==> src/rtl/vga_timing.sv <==
// VGA raster timing generator: pixel/line counters with registered sync, DE and SOL/SOF flags.
// Optional frame counter enabled by defining VGA_TIMING_FRAME_CNT_EN; otherwise FRAME is tied to 0.
module vga_timing #(
    parameter int unsigned H_ACTIVE = 640,
    parameter int unsigned H_FP     = 16,
    parameter int unsigned H_SYNC   = 96,
    parameter int unsigned H_BP     = 48,
    parameter int unsigned V_ACTIVE = 480,
    parameter int unsigned V_FP     = 10,
    parameter int unsigned V_SYNC   = 2,
    parameter int unsigned V_BP     = 33,
    parameter bit          HS_POL   = 1'b0,
    parameter bit          VS_POL   = 1'b0
) (
    input  logic       CLK,
    input  logic       RST,
    input  logic       CE,
    output logic [9:0] X,
    output logic [9:0] Y,
    output logic       HS,
    output logic       VS,
    output logic       DE,
    output logic       SOL,
    output logic       SOF,
    output logic [7:0] FRAME
);

    localparam int unsigned H_TOTAL = H_ACTIVE + H_FP + H_SYNC + H_BP;
    localparam int unsigned V_TOTAL = V_ACTIVE + V_FP + V_SYNC + V_BP;

    localparam logic [9:0]  H_LAST   = 10'(H_TOTAL - 1);
    localparam logic [9:0]  V_LAST   = 10'(V_TOTAL - 1);
    localparam logic [10:0] HS_FIRST = 11'(H_ACTIVE + H_FP);
    localparam logic [10:0] HS_LAST  = 11'(H_ACTIVE + H_FP + H_SYNC - 1);
    localparam logic [10:0] VS_FIRST = 11'(V_ACTIVE + V_FP);
    localparam logic [10:0] VS_LAST  = 11'(V_ACTIVE + V_FP + V_SYNC - 1);
    localparam logic [10:0] H_VIS    = 11'(H_ACTIVE);
    localparam logic [10:0] V_VIS    = 11'(V_ACTIVE);

    logic [9:0] h_q, h_d;
    logic [9:0] v_q, v_d;
    logic       hs_q, hs_d;
    logic       vs_q, vs_d;
    logic       de_q, de_d;
    logic       sol_q, sol_d;
    logic       sof_q, sof_d;

    // Flags are decoded from the next counter values so they land in the same cycle as X/Y.
    always_comb begin
        h_d   = h_q;
        v_d   = v_q;
        sol_d = 1'b0;
        sof_d = 1'b0;
        if (CE) begin
            if (h_q == H_LAST) begin
                h_d   = '0;
                sol_d = 1'b1;
                if (v_q == V_LAST) begin
                    v_d   = '0;
                    sof_d = 1'b1;
                end else begin
                    v_d = v_q + 10'd1;
                end
            end else begin
                h_d = h_q + 10'd1;
            end
        end
        hs_d = (({1'b0, h_d} >= HS_FIRST) && ({1'b0, h_d} <= HS_LAST)) ? HS_POL : ~HS_POL;
        vs_d = (({1'b0, v_d} >= VS_FIRST) && ({1'b0, v_d} <= VS_LAST)) ? VS_POL : ~VS_POL;
        de_d = ({1'b0, h_d} < H_VIS) && ({1'b0, v_d} < V_VIS);
    end

    always_ff @(posedge CLK) begin
        if (RST) begin
            h_q   <= H_LAST;
            v_q   <= V_LAST;
            hs_q  <= ~HS_POL;
            vs_q  <= ~VS_POL;
            de_q  <= 1'b0;
            sol_q <= 1'b0;
            sof_q <= 1'b0;
        end else begin
            h_q   <= h_d;
            v_q   <= v_d;
            hs_q  <= hs_d;
            vs_q  <= vs_d;
            de_q  <= de_d;
            sol_q <= sol_d;
            sof_q <= sof_d;
        end
    end

    assign X   = h_q;
    assign Y   = v_q;
    assign HS  = hs_q;
    assign VS  = vs_q;
    assign DE  = de_q;
    assign SOL = sol_q;
    assign SOF = sof_q;

`ifdef VGA_TIMING_FRAME_CNT_EN
    logic [7:0] frame_q, frame_d;

    // Resets to 255 so the first frame after reset reads 0.
    always_comb begin
        frame_d = frame_q;
        if (sof_d) begin
            frame_d = frame_q + 8'd1;
        end
    end

    always_ff @(posedge CLK) begin
        if (RST) begin
            frame_q <= '1;
        end else begin
            frame_q <= frame_d;
        end
    end

    assign FRAME = frame_q;
`else
    assign FRAME = '0;
`endif

endmodule

==> config.mk <==
export PLATFORM = sky130hd
export DESIGN_NAME = vga_timing
export DESIGN_NICKNAME = d
export VERILOG_FILES = /design/src/rtl/vga_timing.sv
export SDC_FILE = /design/constraint.sdc
export NUM_CORES = 1
export LEC_CHECK = 0
export ABC_AREA = 1
export CORE_MARGIN = 2
export CORE_UTILIZATION = 45
export DETAILED_ROUTE_END_ITERATION = 6
export PLACE_DENSITY = 0.82
export SLEW_MARGIN = 10
export SYNTH_ARGS = -nofsm -noshare
export SYNTH_HDL_FRONTEND = slang
export SYNTH_SLANG_ARGS = --single-unit
==> constraint.sdc <==
create_clock -name CLK -period 4.2 [get_ports CLK]
set_input_delay 0.63 -clock CLK [delete_from_list [all_inputs] [get_ports CLK]]
set_output_delay 0.63 -clock CLK [all_outputs]
set_load 0.05 [all_outputs]
==> impl_metrics.env, run 1 <==
export IMPL_cts_made_buffers=3
export IMPL_max_cap_violations=0
export IMPL_grt_start_max_net_pins=15
export IMPL_highest_attainable_clock_frequency_mhz=445
export IMPL_floorplan_initialDensity_pct=47.2
export IMPL_max_slew_margin_pct=63.8
export IMPL_n_antenna_cell=0
export IMPL_detail_route_wl_per_cell_um=10.8
export IMPL_synth_sequential_area_ratio_pct=35.0
export IMPL_clk_insertion_delay_late_ns=0.32
export IMPL_vias_per_cell=4.81
export IMPL_vias=1353
export IMPL_multiInputGateArea_um2=787
export IMPL_critical_path_required_ns=3.57
export IMPL_cells_after_synth=209
export IMPL_gr_usage_all_layers_pct=18.1
export IMPL_detail_route_iter0_violations=40
export IMPL_slowest_stage="clkdlybuf4s50_1"
export IMPL_power_switching_fraction_pct=45.0
export IMPL_cellLeakagePower_nw=0.779
export IMPL_switching_power_uw=319
export IMPL_first_global_vias=1144
export IMPL_global_route_wire_length_before_repair_um=4970
export IMPL_critical_path_arrival_ns=1.62
export IMPL_io_buffers=27
export IMPL_cts_tree="done"
export IMPL_die_x_um=60.4
export IMPL_synth_cell_types=32
export IMPL_clkPwrFrac_pct=15.1
export IMPL_fp_dieArea_mm2=0.00365
export IMPL_final_setup_skew_ns=0.00367
export IMPL_finish_cell_count_without_fillers=281
export IMPL_drive_gt1_share_pct=10.5
export IMPL_floorplan_rows=20
export IMPL_worstPathBufferInverterCount=1
export IMPL_ctsResizeCount=0
export IMPL_worstSetupStartpointType="flip-flop"
export IMPL_dp_hpwl_um=2320
export IMPL_antenna_left=0
export IMPL_ys_seq_elements=25
export IMPL_power_frac_comb_pct=44.8
export IMPL_dr_pass1_iters=4
export IMPL_post_synth_cell_area_avg_um2=6.84
export IMPL_worst_path_largest_cell_delay_ns=0.84
export IMPL_cts_htree_levels=1
export IMPL_layout_min_cycle_time_ns=2.25
export IMPL_postCtsHoldBufs=0
export IMPL_worstSetupPathDepth=1
export IMPL_seq_area_um2=500
export IMPL_clockBufferDepth=2
export IMPL_power_ir_vdd_worst_v=0.000178
export IMPL_final_setup_worst_slack_ns=1.95
export IMPL_sequence_of_cells_on_the_critical_path="clkdlybuf4s50_1"
export IMPL_placed_cells=277
export IMPL_power_density_mw_per_mm2=409
export IMPL_layout_area_overhead_vs_synth_pct=21.3
export IMPL_cp_top_family="buffers and inverters"
export IMPL_ctsRootBufferMaster="clkbuf_4"
export IMPL_path_max_fanout=6
export IMPL_final_setup_viol_count=0
export IMPL_cts_clk_slew_worst_paths_ns=0.13
export IMPL_mappedNetlistArea_mm2=0.00143
export IMPL_timing_critical_path_to_type="primary output"
export IMPL_fin_nets=244
export IMPL_finalWeightedCongestion=0.875
export IMPL_finalWirelength_um=3040
export IMPL_ys_warnings_count=0
export IMPL_design_core_area_mm2=0.00303
export IMPL_place_worst_setup_slack_ns=1.73
export IMPL_worst_pin_slew_ns=0.541
export IMPL_timing_setup_tns_ns=0
export IMPL_setup_repair_after_global_routing_missed_its_margin="no"
export IMPL_tritoncts_num_sinks=25
export IMPL_die_height_um=60.4
export IMPL_rr_worst_depth=12
export IMPL_post_route_drc_count=0
export IMPL_timing_max_transition_violations_final=0
export IMPL_grt_antenna_before_repair=0
export IMPL_cts_post_setup_buffers_inserted=0
export IMPL_timing_final_crit_share_pct=53.5
export IMPL_globalRoute_totalOverflow=0
export IMPL_worstHoldPathType="flip-flop to flip-flop"
export IMPL_run_status="finished, final reports clean"
export IMPL_layout_filler_cells=285
export IMPL_final_hold_viol_count=0
export IMPL_timing_hold_worst_path_depth=2
export IMPL_power_share_sequential_pct=40.1
export IMPL_worst_setup_path_type="flip-flop to primary output"
export IMPL_boundaryPins=36
export IMPL_internal_power_uw=390
-- cell families (layout without fill, tap and decap cells) --
logic type	after synthesis	after routing	synth area share, %
xor+xnor	2	2	1.23
simple gates	127	127	42.3
flops	25	25	35.0
buf+inv	35	56	11.8
fa+ha+maj	3	3	2.62
other cells	1	8	0.262
compound gates	16	16	6.74
-- power by group through the flow --
stage / logic (mW) / registers (mW) / clock network, mW
after CTS: 0.317 / 0.284 / 0.113
after global placement: 0.312 / 0.289 / 0
after detailed placement: 0.316 / 0.289 / 0
after global routing: 0.347 / 0.288 / 0.126
final: 0.317 / 0.284 / 0.107
after floorplan: 0.171 / 0.364 / 0
-- Yosys cell counts (all sizes together) --
cell type / number / area, µm²
o22ai: 1 / 6.26
a22oi: 1 / 7.51
ha: 3 / 37.5
clkinv: 1 / 3.75
buf: 9 / 71.3
nor3: 5 / 36.3
a21oi: 2 / 13.8
o21ai: 9 / 45.0
a31o: 1 / 8.76
o21bai: 1 / 7.51
nand2: 60 / 255
nand3b: 3 / 22.5
inv: 24 / 90.1
xor2: 1 / 8.76
dfxtp: 25 / 500
nor2: 39 / 176
xnor2: 1 / 8.76
conb: 1 / 3.75
a21boi: 1 / 7.51
nand3: 16 / 90.1
nand4: 3 / 18.8
and2: 1 / 6.26
clkbuf: 1 / 3.75
-- registers in the layout, indices dropped and copies added, names as in the netlist --
signal and count:
SOL 1, VS 1, Y 10, DE 1, HS 1, X 10
SOF 1
-- metrics by stage --
stage               instance area, µm²  utilization [%]  power (mW)  hold WS, ns
floorplan                         1460                -       0.535        0.714
global placement                  1710             56.4       0.601        0.525
detailed placement                1710             56.4       0.606        0.528
CTS                               1730             57.3       0.714        0.563
global route                      1730             57.3       0.761        0.603
finish                            1730             57.3       0.709        0.554
-- cell type report --
class / count / share of cell area, %
Sequential cell: 25 / 28.9
Inverter: 25 / 5.41
Multi-Input combinational cell: 156 / 45.4
Clock buffer: 3 / 1.30
Timing Repair Buffer: 27 / 15.6
Tap cell: 44 / 3.17
Clock inverter: 1 / 0.289
-- routing by layer --
layer	part of all wire (%)	track usage [%]	vias to the layer above	routed length [µm]
met5	0	0	-	0
met4	1.4	7.30	0	43
li1	-	-	705	-
met3	7.5	2.77	5	228
met1	47	25.4	588	1420
met2	44	28.0	55	1350
-- cells in the final DEF, fill, tap and decap left out, types with 2 or more instances in the layout --
cell | Yosys | final
o21ai_1 | 2 | 2
nor2_2 | 3 | 3
clkdlybuf4s50_1 | 0 | 27
nand2_2 | 9 | 9
nand3_2 | 2 | 2
ha_1 | 3 | 3
nor3_1 | 4 | 4
nand3b_1 | 3 | 3
o21ai_0 | 7 | 7
inv_1 | 24 | 24
nor2_1 | 33 | 33
nand3_1 | 14 | 14
conb_1 | 1 | 8
nor2_4 | 3 | 3
clkbuf_4 | 0 | 3
nand2_1 | 50 | 50
dfxtp_1 | 25 | 25
nand4_1 | 3 | 3
-- final timing paths --
kind / from / end / slack, ns
min reg2reg: Y[0]$_SDFF_PP0_ / Y[0]$_SDFF_PP0_ / 0.55
max reg2reg: X[1]$_SDFF_PP1_ / VS$_SDFF_PP1_ / 2.24
max: Y[6]$_SDFF_PP0_ / Y[6] / 1.95
min: Y[0]$_SDFF_PP0_ / Y[0]$_SDFF_PP0_ / 0.55
No activity file was read; power rests on OpenSTA's default activity.
==> run 2: changes to the inputs <==
CORE_UTILIZATION = 44   (was 45)
PLACE_DENSITY = 0.84   (was 0.82)
clock period = 2 ns   (was 4.2 ns; I/O delays follow)
==> impl_metrics.env, run 2 (same netlist as run 1, synthesis figures left out) <==
export IMPL_run_status="finished, final reports clean"
export IMPL_cts_htree_levels=1
export IMPL_dp_hpwl_um=2350
export IMPL_fin_nets=251
export IMPL_path_max_fanout=5
export IMPL_layout_area_overhead_vs_synth_pct=25.0
export IMPL_layout_min_cycle_time_ns=1.93
export IMPL_final_setup_skew_ns=0.00301
export IMPL_crit_reg2reg_capture="VS$_SDFF_PP1_"
export IMPL_worstHoldPathType="flip-flop to flip-flop"
export IMPL_post_route_util_pct=58.1
export IMPL_floorplan_rows=20
export IMPL_fin_total_pwr_mw=1.52
export IMPL_first_global_vias=1185
export IMPL_timing_max_transition_violations_final=0
export IMPL_die_height_um=61.0
export IMPL_power_density_mw_per_mm2=851
export IMPL_slowest_stage="clkdlybuf4s50_1"
export IMPL_sequence_of_cells_on_the_critical_path="clkdlybuf4s50_1"
export IMPL_cts_post_setup_buffers_inserted=0
export IMPL_worst_pin_slew_ns=0.507
export IMPL_cts_made_buffers=3
export IMPL_critical_path_startpoint="Y[4]$_SDFF_PP0_"
export IMPL_clockBufferDepth=2
export IMPL_final_hold_viol_count=0
export IMPL_cp_top_family="buffers and inverters"
export IMPL_grt_antenna_before_repair=0
export IMPL_die_x_um=61.0
export IMPL_cts_tree="done"
export IMPL_floorplan_initialDensity_pct=46.5
export IMPL_design_core_area_mm2=0.00308
export IMPL_postCtsHoldBufs=0
export IMPL_worst_path_largest_cell_delay_ns=0.84
export IMPL_rr_worst_depth=12
export IMPL_layout_common_cells="50 x nand2_1, 33 x nor2_1, 27 x clkdlybuf4s50_1, 24 x inv_1, 23 x dfxtp_1"
export IMPL_grt_start_max_net_pins=14
export IMPL_ctsRootBufferMaster="clkbuf_4"
export IMPL_boundaryPins=36
export IMPL_tritoncts_num_sinks=25
export IMPL_max_slew_margin_pct=66.1
export IMPL_cellLeakagePower_nw=0.809
export IMPL_final_setup_viol_count=0
export IMPL_finish_cell_count_without_fillers=288
export IMPL_finalWirelength_um=2970
export IMPL_globalRoute_totalOverflow=0
export IMPL_timing_critical_path_to_type="primary output"
export IMPL_dr_pass1_iters=4
export IMPL_timing_hold_worst_start="X[1]$_SDFF_PP1_"
export IMPL_critical_path_required_ns=1.70
export IMPL_r2r_setup_slack_ns=0.19
export IMPL_highest_attainable_clock_frequency_mhz=519
export IMPL_placed_cells=284
export IMPL_antenna_left=0
export IMPL_fp_dieArea_mm2=0.00372
export IMPL_setup_repair_after_global_routing_missed_its_margin="no"
export IMPL_detail_route_wl_per_cell_um=10.3
export IMPL_timing_setup_tns_ns=0
export IMPL_vias_per_cell=4.71
export IMPL_worst_setup_path_type="flip-flop to primary output"
export IMPL_cell_area_after_layout_mm2=0.00179
export IMPL_clk_insertion_delay_late_ns=0.33
export IMPL_final_common_cell="nand2_1"
export IMPL_finalWeightedCongestion=0.853
export IMPL_r2r_start="X[1]$_SDFF_PP1_"
export IMPL_detail_route_iter0_violations=39
export IMPL_power_ir_vdd_worst_v=0.000451
export IMPL_worstPathBufferInverterCount=1
export IMPL_vias=1356
export IMPL_n_antenna_cell=0
export IMPL_drive_gt1_share_pct=13.5
export IMPL_cts_clk_slew_worst_paths_ns=0.13
export IMPL_gr_usage_all_layers_pct=18.1
export IMPL_global_route_wire_length_before_repair_um=5030
export IMPL_timing_final_crit_share_pct=96.3
export IMPL_max_cap_violations=0
export IMPL_hold_end="X[1]$_SDFF_PP1_"
export IMPL_post_route_drc_count=0
export IMPL_placement_cell_area_mm2=0.00176
export IMPL_worstSetupStartpointType="flip-flop"
export IMPL_io_buffers=27
export IMPL_ctsResizeCount=0
export IMPL_timing_hold_worst_path_depth=2
export IMPL_critical_path_arrival_ns=1.63
[run 2: changes by cell type in the layout (fill, tap and decap cells not counted)]
cell / previous run / this run
dfxtp_1: 25 / 23
dfxtp_2: 0 / 2
clkinv_2: 1 / 0
buf_4: 0 / 7
clkbuf_1: 0 / 1
[run 2: worst reg2reg max path, stage by stage, from the launching register on]
cell	delay, ns
dfxtp_2	0.38
ha_1	0.18
nand2_2	0.10
nor2_4	0.11
nand2_2	0.08
nor2_4	0.25
nand2_1	0.21
nand2_1	0.11
inv_1	0.04
nand2_1	0.06
nor2_1	0.05
and2_1	0.14
nand2_1	0.05
[run 2: layout make-up]
cell class / count / area, µm²
Fill cell: 287 / 1290
Multi-Input combinational cell: 156 / 787
Sequential cell: 25 / 503
Timing Repair Buffer: 34 / 323
Inverter: 25 / 93.8
Tap cell: 44 / 55.1
Clock buffer: 4 / 26.3
[run 2: how the worst max path moves through the flow]
stage / cells after the start / to
6_report: 1 / Y[4]
5_1_grt: 12 / VS$_SDFF_PP1_
4_1_cts: 1 / Y[4]
3_5_place_dp: 11 / VS$_SDFF_PP1_
3_3_place_gp: 9 / VS$_SDFF_PP1_
2_1_floorplan: 11 / VS$_SDFF_PP1_
[run 2: per-layer routing]
metal  part of all wire [%]  global-route usage (%)  up-vias
li1                       -                       -      714
met5                      0                       0        -
met4                    2.2                    8.39        0
met1                     49                    25.6      597
met2                     45                    28.0       38
met3                    4.3                    1.89        7
[run 2: power breakdown]
group / switching (mW) / internal, mW / total, mW
Clock: 0.155 / 0.0784 / 0.234
Combinational: 0.471 / 0.218 / 0.690
Sequential: 0.0506 / 0.547 / 0.597
Total: 0.678 / 0.844 / 1.52
[run 2: per-stage QoR]
step / hold WS [ns] / setup slack (ns)
after CTS: 0.541 / 0.0787
after global placement: 0.500 / 0.0532
after floorplan: 0.384 / 0.122
after detailed placement: 0.513 / 0.0381
after global routing: 0.575 / 0.00668
final: 0.542 / 0.0746
